$ cat src/rtl/riscv_ctrl_pkg.sv
// Shared encodings for the multi-cycle RV32I sequencer: opcodes, FSM states,
// ALU op classes, trap causes and instruction-class bit positions.
package riscv_ctrl_pkg;

    localparam logic [6:0] OP_R      = 7'b0110011;
    localparam logic [6:0] OP_I      = 7'b0010011;
    localparam logic [6:0] OP_LOAD   = 7'b0000011;
    localparam logic [6:0] OP_STORE  = 7'b0100011;
    localparam logic [6:0] OP_BRANCH = 7'b1100011;

    typedef enum logic [2:0] {
        S_FETCH  = 3'd0,
        S_DECODE = 3'd1,
        S_EXEC   = 3'd2,
        S_MEM    = 3'd3,
        S_WB     = 3'd4,
        S_TRAP   = 3'd5
    } state_t;

    localparam logic [1:0] ALU_ADD   = 2'b00;
    localparam logic [1:0] ALU_SUB   = 2'b01;
    localparam logic [1:0] ALU_FUNCT = 2'b10;

    localparam logic [1:0] TC_NONE    = 2'b00;
    localparam logic [1:0] TC_ILLEGAL = 2'b01;
    localparam logic [1:0] TC_TIMEOUT = 2'b10;

    localparam int CLS_R       = 0;
    localparam int CLS_I       = 1;
    localparam int CLS_LOAD    = 2;
    localparam int CLS_STORE   = 3;
    localparam int CLS_BRANCH  = 4;
    localparam int CLS_ILLEGAL = 5;

endpackage

$ cat src/rtl/instr_class_dec.sv
// Combinational opcode classifier producing a one-hot instruction class
// {illegal, branch, store, load, i, r}.
module instr_class_dec
    import riscv_ctrl_pkg::*;
(
    input  logic [6:0] opcode,
    output logic [5:0] cls
);

    // One-hot class lookup; anything unrecognised is illegal
    always_comb begin
        cls = 6'b000000;
        case (opcode)
            OP_R:      cls[CLS_R]       = 1'b1;
            OP_I:      cls[CLS_I]       = 1'b1;
            OP_LOAD:   cls[CLS_LOAD]    = 1'b1;
            OP_STORE:  cls[CLS_STORE]   = 1'b1;
            OP_BRANCH: cls[CLS_BRANCH]  = 1'b1;
            default:   cls[CLS_ILLEGAL] = 1'b1;
        endcase
    end

endmodule

$ cat src/rtl/multicycle_ctrl.sv
// Multi-cycle FETCH/DECODE/EXEC/MEM/WB sequencer for an RV32I subset datapath.
// Define MULTICYCLE_CTRL_PERF_EN to add instret/cycles performance counters.
module multicycle_ctrl
    import riscv_ctrl_pkg::*;
#(
    parameter int MEM_TIMEOUT = 16,
    parameter int CNT_W       = 8
) (
    input  logic        clk,
    input  logic        rst_n,
    input  logic [6:0]  opcode,
    input  logic        zero,
    input  logic        mem_ready,
    output logic        mem_req,
    output logic        mem_we,
    output logic        mem_addr_sel,
    output logic        ir_we,
    output logic        pc_we,
    output logic        pc_src,
    output logic        alusrc,
    output logic [1:0]  aluop,
    output logic        regwrite,
    output logic        memtoreg,
    output logic        retire,
    output logic        trap,
    output logic [1:0]  trap_cause
`ifdef MULTICYCLE_CTRL_PERF_EN
    ,
    output logic [31:0] instret,
    output logic [31:0] cycles
`endif
);

    // Counter value whose next increment would reach MEM_TIMEOUT
    localparam logic [CNT_W-1:0] TIMEOUT_CNT = CNT_W'(MEM_TIMEOUT - 1);

    state_t           state_r;
    logic [CNT_W-1:0] wait_cnt_r;
    logic [1:0]       trap_cause_r;
    logic [5:0]       cls_s;

    logic       mem_req_s, mem_we_s, mem_addr_sel_s, ir_we_s, pc_we_s, pc_src_s;
    logic       alusrc_s, regwrite_s, memtoreg_s, retire_s, trap_s;
    logic [1:0] aluop_s;

    instr_class_dec u_dec (
        .opcode (opcode),
        .cls    (cls_s)
    );

    // Sequencer state, memory wait counter and sticky trap cause
    always_ff @(posedge clk or negedge rst_n) begin
        if (!rst_n) begin
            state_r      <= S_FETCH;
            wait_cnt_r   <= '0;
            trap_cause_r <= TC_NONE;
        end else begin
            case (state_r)
                S_FETCH, S_MEM: begin
                    if (mem_ready) begin
                        wait_cnt_r <= '0;
                        if (state_r == S_FETCH) begin
                            state_r <= S_DECODE;
                        end else if (cls_s[CLS_LOAD]) begin
                            state_r <= S_WB;
                        end else if (cls_s[CLS_STORE]) begin
                            state_r <= S_FETCH;
                        end else begin
                            state_r      <= S_TRAP;
                            trap_cause_r <= TC_ILLEGAL;
                        end
                    end else if (wait_cnt_r == TIMEOUT_CNT) begin
                        // mem_ready has priority because it is checked first
                        wait_cnt_r   <= wait_cnt_r + 1'b1;
                        state_r      <= S_TRAP;
                        trap_cause_r <= TC_TIMEOUT;
                    end else begin
                        wait_cnt_r <= wait_cnt_r + 1'b1;
                    end
                end
                S_DECODE: begin
                    wait_cnt_r <= '0;
                    if (cls_s[CLS_ILLEGAL]) begin
                        state_r      <= S_TRAP;
                        trap_cause_r <= TC_ILLEGAL;
                    end else begin
                        state_r <= S_EXEC;
                    end
                end
                S_EXEC: begin
                    wait_cnt_r <= '0;
                    if (cls_s[CLS_R] || cls_s[CLS_I]) begin
                        state_r <= S_WB;
                    end else if (cls_s[CLS_LOAD] || cls_s[CLS_STORE]) begin
                        state_r <= S_MEM;
                    end else if (cls_s[CLS_BRANCH]) begin
                        state_r <= S_FETCH;
                    end else begin
                        state_r      <= S_TRAP;
                        trap_cause_r <= TC_ILLEGAL;
                    end
                end
                S_WB: begin
                    wait_cnt_r <= '0;
                    state_r    <= S_FETCH;
                end
                S_TRAP: begin
                    state_r <= S_TRAP;
                end
                default: begin
                    state_r      <= S_TRAP;
                    trap_cause_r <= TC_ILLEGAL;
                end
            endcase
        end
    end

    // Datapath strobes decoded from state, instruction class and handshake
    always_comb begin
        mem_req_s      = 1'b0;
        mem_we_s       = 1'b0;
        mem_addr_sel_s = 1'b0;
        ir_we_s        = 1'b0;
        pc_we_s        = 1'b0;
        pc_src_s       = 1'b0;
        alusrc_s       = 1'b0;
        aluop_s        = ALU_ADD;
        regwrite_s     = 1'b0;
        memtoreg_s     = 1'b0;
        retire_s       = 1'b0;
        trap_s         = 1'b0;
        case (state_r)
            S_FETCH: begin
                mem_req_s = 1'b1;
                if (mem_ready) begin
                    ir_we_s = 1'b1;
                    pc_we_s = 1'b1;
                end else begin
                    ir_we_s = 1'b0;
                end
            end
            S_EXEC: begin
                if (cls_s[CLS_R]) begin
                    aluop_s = ALU_FUNCT;
                end else if (cls_s[CLS_I]) begin
                    alusrc_s = 1'b1;
                    aluop_s  = ALU_FUNCT;
                end else if (cls_s[CLS_LOAD] || cls_s[CLS_STORE]) begin
                    alusrc_s = 1'b1;
                end else if (cls_s[CLS_BRANCH]) begin
                    aluop_s  = ALU_SUB;
                    pc_we_s  = zero;
                    pc_src_s = zero;
                    retire_s = 1'b1;
                end else begin
                    aluop_s = ALU_ADD;
                end
            end
            S_MEM: begin
                mem_req_s      = 1'b1;
                mem_addr_sel_s = 1'b1;
                alusrc_s       = 1'b1;
                mem_we_s       = cls_s[CLS_STORE];
                retire_s       = mem_ready & cls_s[CLS_STORE];
            end
            S_WB: begin
                regwrite_s = 1'b1;
                memtoreg_s = cls_s[CLS_LOAD];
                retire_s   = 1'b1;
            end
            S_TRAP: begin
                trap_s = 1'b1;
            end
            default: begin
                trap_s = 1'b0;
            end
        endcase
    end

    // Reset forces every output low immediately, independent of the clock
    assign mem_req      = rst_n & mem_req_s;
    assign mem_we       = rst_n & mem_we_s;
    assign mem_addr_sel = rst_n & mem_addr_sel_s;
    assign ir_we        = rst_n & ir_we_s;
    assign pc_we        = rst_n & pc_we_s;
    assign pc_src       = rst_n & pc_src_s;
    assign alusrc       = rst_n & alusrc_s;
    assign aluop        = rst_n ? aluop_s : 2'b00;
    assign regwrite     = rst_n & regwrite_s;
    assign memtoreg     = rst_n & memtoreg_s;
    assign retire       = rst_n & retire_s;
    assign trap         = rst_n & trap_s;
    assign trap_cause   = rst_n ? trap_cause_r : TC_NONE;

`ifdef MULTICYCLE_CTRL_PERF_EN
    logic [31:0] instret_r;
    logic [31:0] cycles_r;

    // Retired-instruction and non-trap cycle counters, wrapping at 2**32
    always_ff @(posedge clk or negedge rst_n) begin
        if (!rst_n) begin
            instret_r <= 32'd0;
            cycles_r  <= 32'd0;
        end else begin
            if (retire_s) begin
                instret_r <= instret_r + 32'd1;
            end
            if (state_r != S_TRAP) begin
                cycles_r <= cycles_r + 32'd1;
            end
        end
    end

    assign instret = instret_r;
    assign cycles  = cycles_r;
`endif

endmodule
$ cat config.mk
export PLATFORM = sky130hd
export DESIGN_NAME = multicycle_ctrl
export DESIGN_NICKNAME = d
export VERILOG_FILES = /design/src/rtl/riscv_ctrl_pkg.sv /design/src/rtl/instr_class_dec.sv /design/src/rtl/multicycle_ctrl.sv
export SDC_FILE = /design/constraint.sdc
export NUM_CORES = 1
export LEC_CHECK = 0
export BUFFER_PORTS_ARGS = -buffer_cell sky130_fd_sc_hd__clkbuf_2
export CORE_MARGIN = 4
export CORE_UTILIZATION = 45
export CTS_BUF_LIST = sky130_fd_sc_hd__clkbuf_4 sky130_fd_sc_hd__clkbuf_8 sky130_fd_sc_hd__clkbuf_16
export CTS_CLUSTER_DIAMETER = 60
export DETAILED_ROUTE_END_ITERATION = 6
export HOLD_SLACK_MARGIN = 0.05
export PLACE_DENSITY = 0.72
export SYNTH_ARGS = -nofsm -noshare
export SYNTH_HDL_FRONTEND = slang
export SYNTH_SLANG_ARGS = --single-unit
$ cat constraint.sdc
create_clock -name clk -period 1.6 [get_ports clk]
set_clock_uncertainty 0.05 [all_clocks]
set_input_delay 0 -clock clk [delete_from_list [all_inputs] [get_ports clk]]
set_output_delay 0 -clock clk [all_outputs]
set_load 0.02 [all_outputs]
==> results.sh <==
export IMPL_syn_num_nets=138
export IMPL_max_slew_margin=0.645
export IMPL_antenna_found_initial=0
export IMPL_fp_coreArea_um2=2230
export IMPL_setup_viol=4
export IMPL_die_area_um2=3230
export IMPL_dr_pass1_iters=4
export IMPL_final_cells=209
export IMPL_layout_setup_ws_ps=-114
export IMPL_path_cells="buf_6 > and3b_2 > nand3_2 > nor2_2 > and2_4 > or2_4 > buf_8"
export IMPL_final_nets=194
export IMPL_grt_use_total=0.199
export IMPL_fin_tns_setup_ps=-304
export IMPL_via_per_inst=5.65
export IMPL_ys_types=47
export IMPL_synth_xor_area_frac=0.00816
export IMPL_fmax_mhz=584
export IMPL_clk_pin_slew_ps=70
export IMPL_io_pins=26
export IMPL_grt_max_degree=20
export IMPL_insertedDiodeCount=0
export IMPL_postSynthAreaPerCell_um2=8.52
export IMPL_clkLatencyLatePin_ps=280
export IMPL_post_synth_fa_ha_maj_area_fraction=0.0117
export IMPL_drive_gt1_frac=0.519
export IMPL_die_w_um=56.8
export IMPL_status="finished with violations"
export IMPL_slew_viol_final=0
export IMPL_violations="setup timing"
export IMPL_syn_inst=126
export IMPL_synthSimpleGateAreaFrac=0.360
export IMPL_synth_area_leaders="dfrtp_1, o21ai_1, nand2_1"
export IMPL_clock_sinks=13
export IMPL_crit_arrival_ps=1660
export IMPL_cap_violations=0
export IMPL_final_hold_viol_count=0
export IMPL_endpoint_kind="output port"
export IMPL_ys_seq_area_frac=0.303
export IMPL_start_kind="flip-flop"
export IMPL_yosysTopAreaCellShare=0.303
export IMPL_p_leak_nw=0.763
export IMPL_worstMarginPinSlew_ps=526
export IMPL_start_util=0.481
export IMPL_root_buffer="clkbuf_4"
export IMPL_dp_cells=188
export IMPL_cts_made_buffers=3
export IMPL_cp_max_fo=4
export IMPL_num_vias=1180
export IMPL_cpPeakStageDelay_ps=390
export IMPL_cts_htree_levels=1
export IMPL_post_route_period_util=1.07
export IMPL_grt_pass1_vias=1159
export IMPL_cp_slowest_cell="dfrtp_1"
export IMPL_grt_pass1_wl_mm=5.10
export IMPL_synth_compound_area_frac=0.233
export IMPL_clk_path_buf_depth=2
export IMPL_cts_tree="yes"
export IMPL_synth_top_family_by_area="simple AND/OR/NAND/NOR gates"
export IMPL_finalCriticalPeriod_ps=1710
export IMPL_power_density_nw_per_um2=401
export IMPL_min_path_type="primary input to flip-flop"
export IMPL_rows=17
export IMPL_critPathKind="flip-flop to output port"
export IMPL_syn2layout_area_growth_pct=55.2
export IMPL_ir_worst_vdd_v=0.000380
export IMPL_dp_hpwl_mm=2.02
export IMPL_first_iter_violations=18
export IMPL_post_drt_wl_per_cell_um=15.9
export IMPL_synth_ff_type="dfrtp_1"
export IMPL_synth_edff_count=0
export IMPL_overflow=0
export IMPL_post_synth_top_area_cell="dfrtp_1"
export IMPL_yosys_warnings=0
export IMPL_ys_ff_latch=13
export IMPL_required_ps=1550
export IMPL_gp_congestion=0.841
export IMPL_syn_area_um2=1070
export IMPL_drc=0
export IMPL_numPortBuffers=25
export IMPL_ys_async_sr_fraction=1.00
export IMPL_synthMuxAreaShare=0.0396
export IMPL_die_h_um=56.8
export IMPL_rsz0062_at_grt="yes"
export IMPL_routed_wl_mm=3.32
export IMPL_ant_nets=0
-- layout by cell type, fill, tap and decap left out, types with 3 or more instances in the layout --
| cell type | count |
|---|---|
| buf_4 | 30 |
| nand2_1 | 14 |
| clkbuf_2 | 14 |
| dfrtp_1 | 12 |
| o21ai_1 | 11 |
| buf_6 | 9 |
| nor2b_1 | 5 |
| and3_1 | 4 |
| clkbuf_4 | 4 |
| buf_2 | 4 |
| and2b_1 | 3 |
| a31oi_1 | 3 |
-- cell usage after synthesis, types with 3 or more instances --
cell and n:
a31oi_1 3, nand3_1 4, and3_1 6, and2b_1 3
nor2_1 4, a21oi_1 3, dfrtp_1 13, buf_2 5
and2_1 4, nand2_1 16, o21ai_1 13, nor2b_1 5
-- power by group --
part | internal, mW | leakage, nW | switching, mW
Combinational | 0.0506 | 0.579 | 0.0553
Clock | 0.114 | 0.0184 | 0.106
Sequential | 0.338 | 0.166 | 0.00538
-- critical path: cells and delay by family (launching register included) --
kind | cells | cell delay, ps
buffers and inverters | 2 | 260
AND/OR/NAND/NOR | 5 | 740
flip-flops | 1 | 390
-- final cells by class --
class	count	area [µm²]
sequential	13	327
clock buffer	4	30.0
fill	146	567
multi-input combinational	104	830
tap	28	35.0
inverter	1	3.75
timing repair buffer	59	442
-- flip-flops by register name (all words and copies together), names as in the netlist --
signal        flops
wait_cnt_r        8
state_r           3
trap_cause_r      2
-- kinds of logic (layout without fill, tap and decap cells) --
group | Yosys count | count (layout)
AND/OR/NAND/NOR | 63 | 63
AO/OA/AOI/OAI | 35 | 35
flip-flops | 13 | 13
buffers and inverters | 9 | 64
multiplexers | 4 | 4
adder cells (fa/ha/maj) | 1 | 1
XOR/XNOR | 1 | 1
-- repair_timing --
| action | CTS | global route |
|---|---|---|
| endpoints found under the setup margin | 8 | 18 |
| gates resized for setup | 21 | 34 |
| gates cloned | 0 | 1 |
| hold buffers | 1 | 0 |
| setup buffers | 11 | 4 |
| pin swaps | 9 | 7 |
| endpoints found under the hold margin | 13 | 0 |
-- path summary, 6_finish.rpt --
path | from | end | slack, ps | cells past startpoint
min | opcode[4] | state_r[0]$_DFFE_PN0P_ | 90 | 3
max | state_r[1]$_DFFE_PN0P_ | pc_we | -110 | 7
max reg2reg | wait_cnt_r[6]$_DFFE_PN0P_ | trap_cause_r[0]$_DFFE_PN0P_ | -60 | 5
min reg2reg | wait_cnt_r[3]$_DFFE_PN0P_ | wait_cnt_r[3]$_DFFE_PN0P_ | 450 | 1
max in group asynchronous | rst_n | state_r[0]$_DFFE_PN0P_ | 1150 | 3
min in group asynchronous | rst_n | state_r[2]$_DFFE_PN0P_ | 160 | 3
-- through the flow --
stage | total power [mW] | util | area, µm² | hold slack (ps) | setup slack (ps)
after floorplan | 0.396 | - | 1080 | -346 | -5.66
after global placement | 0.437 | 0.594 | 1330 | -84.7 | 11.4
after detailed placement | 0.440 | 0.594 | 1330 | -82.7 | -20.5
after CTS | 0.672 | 0.690 | 1540 | 101 | -71.9
after global routing | 0.704 | 0.746 | 1670 | 102 | -205
final | 0.668 | 0.746 | 1670 | 86.7 | -114
-- routing by layer --
| layer | global-route usage | vias to the layer above | part of all wire |
|---|---|---|---|
| met1 | 0.251 | 560 | 0.43 |
| met3 | 0.0368 | 8 | 0.047 |
| li1 | - | 576 | - |
| met2 | 0.343 | 36 | 0.50 |
| met4 | 0.0596 | 0 | 0.022 |
| met5 | 0 | - | 0 |
Note: power is estimated with default switching activity, not from simulation.
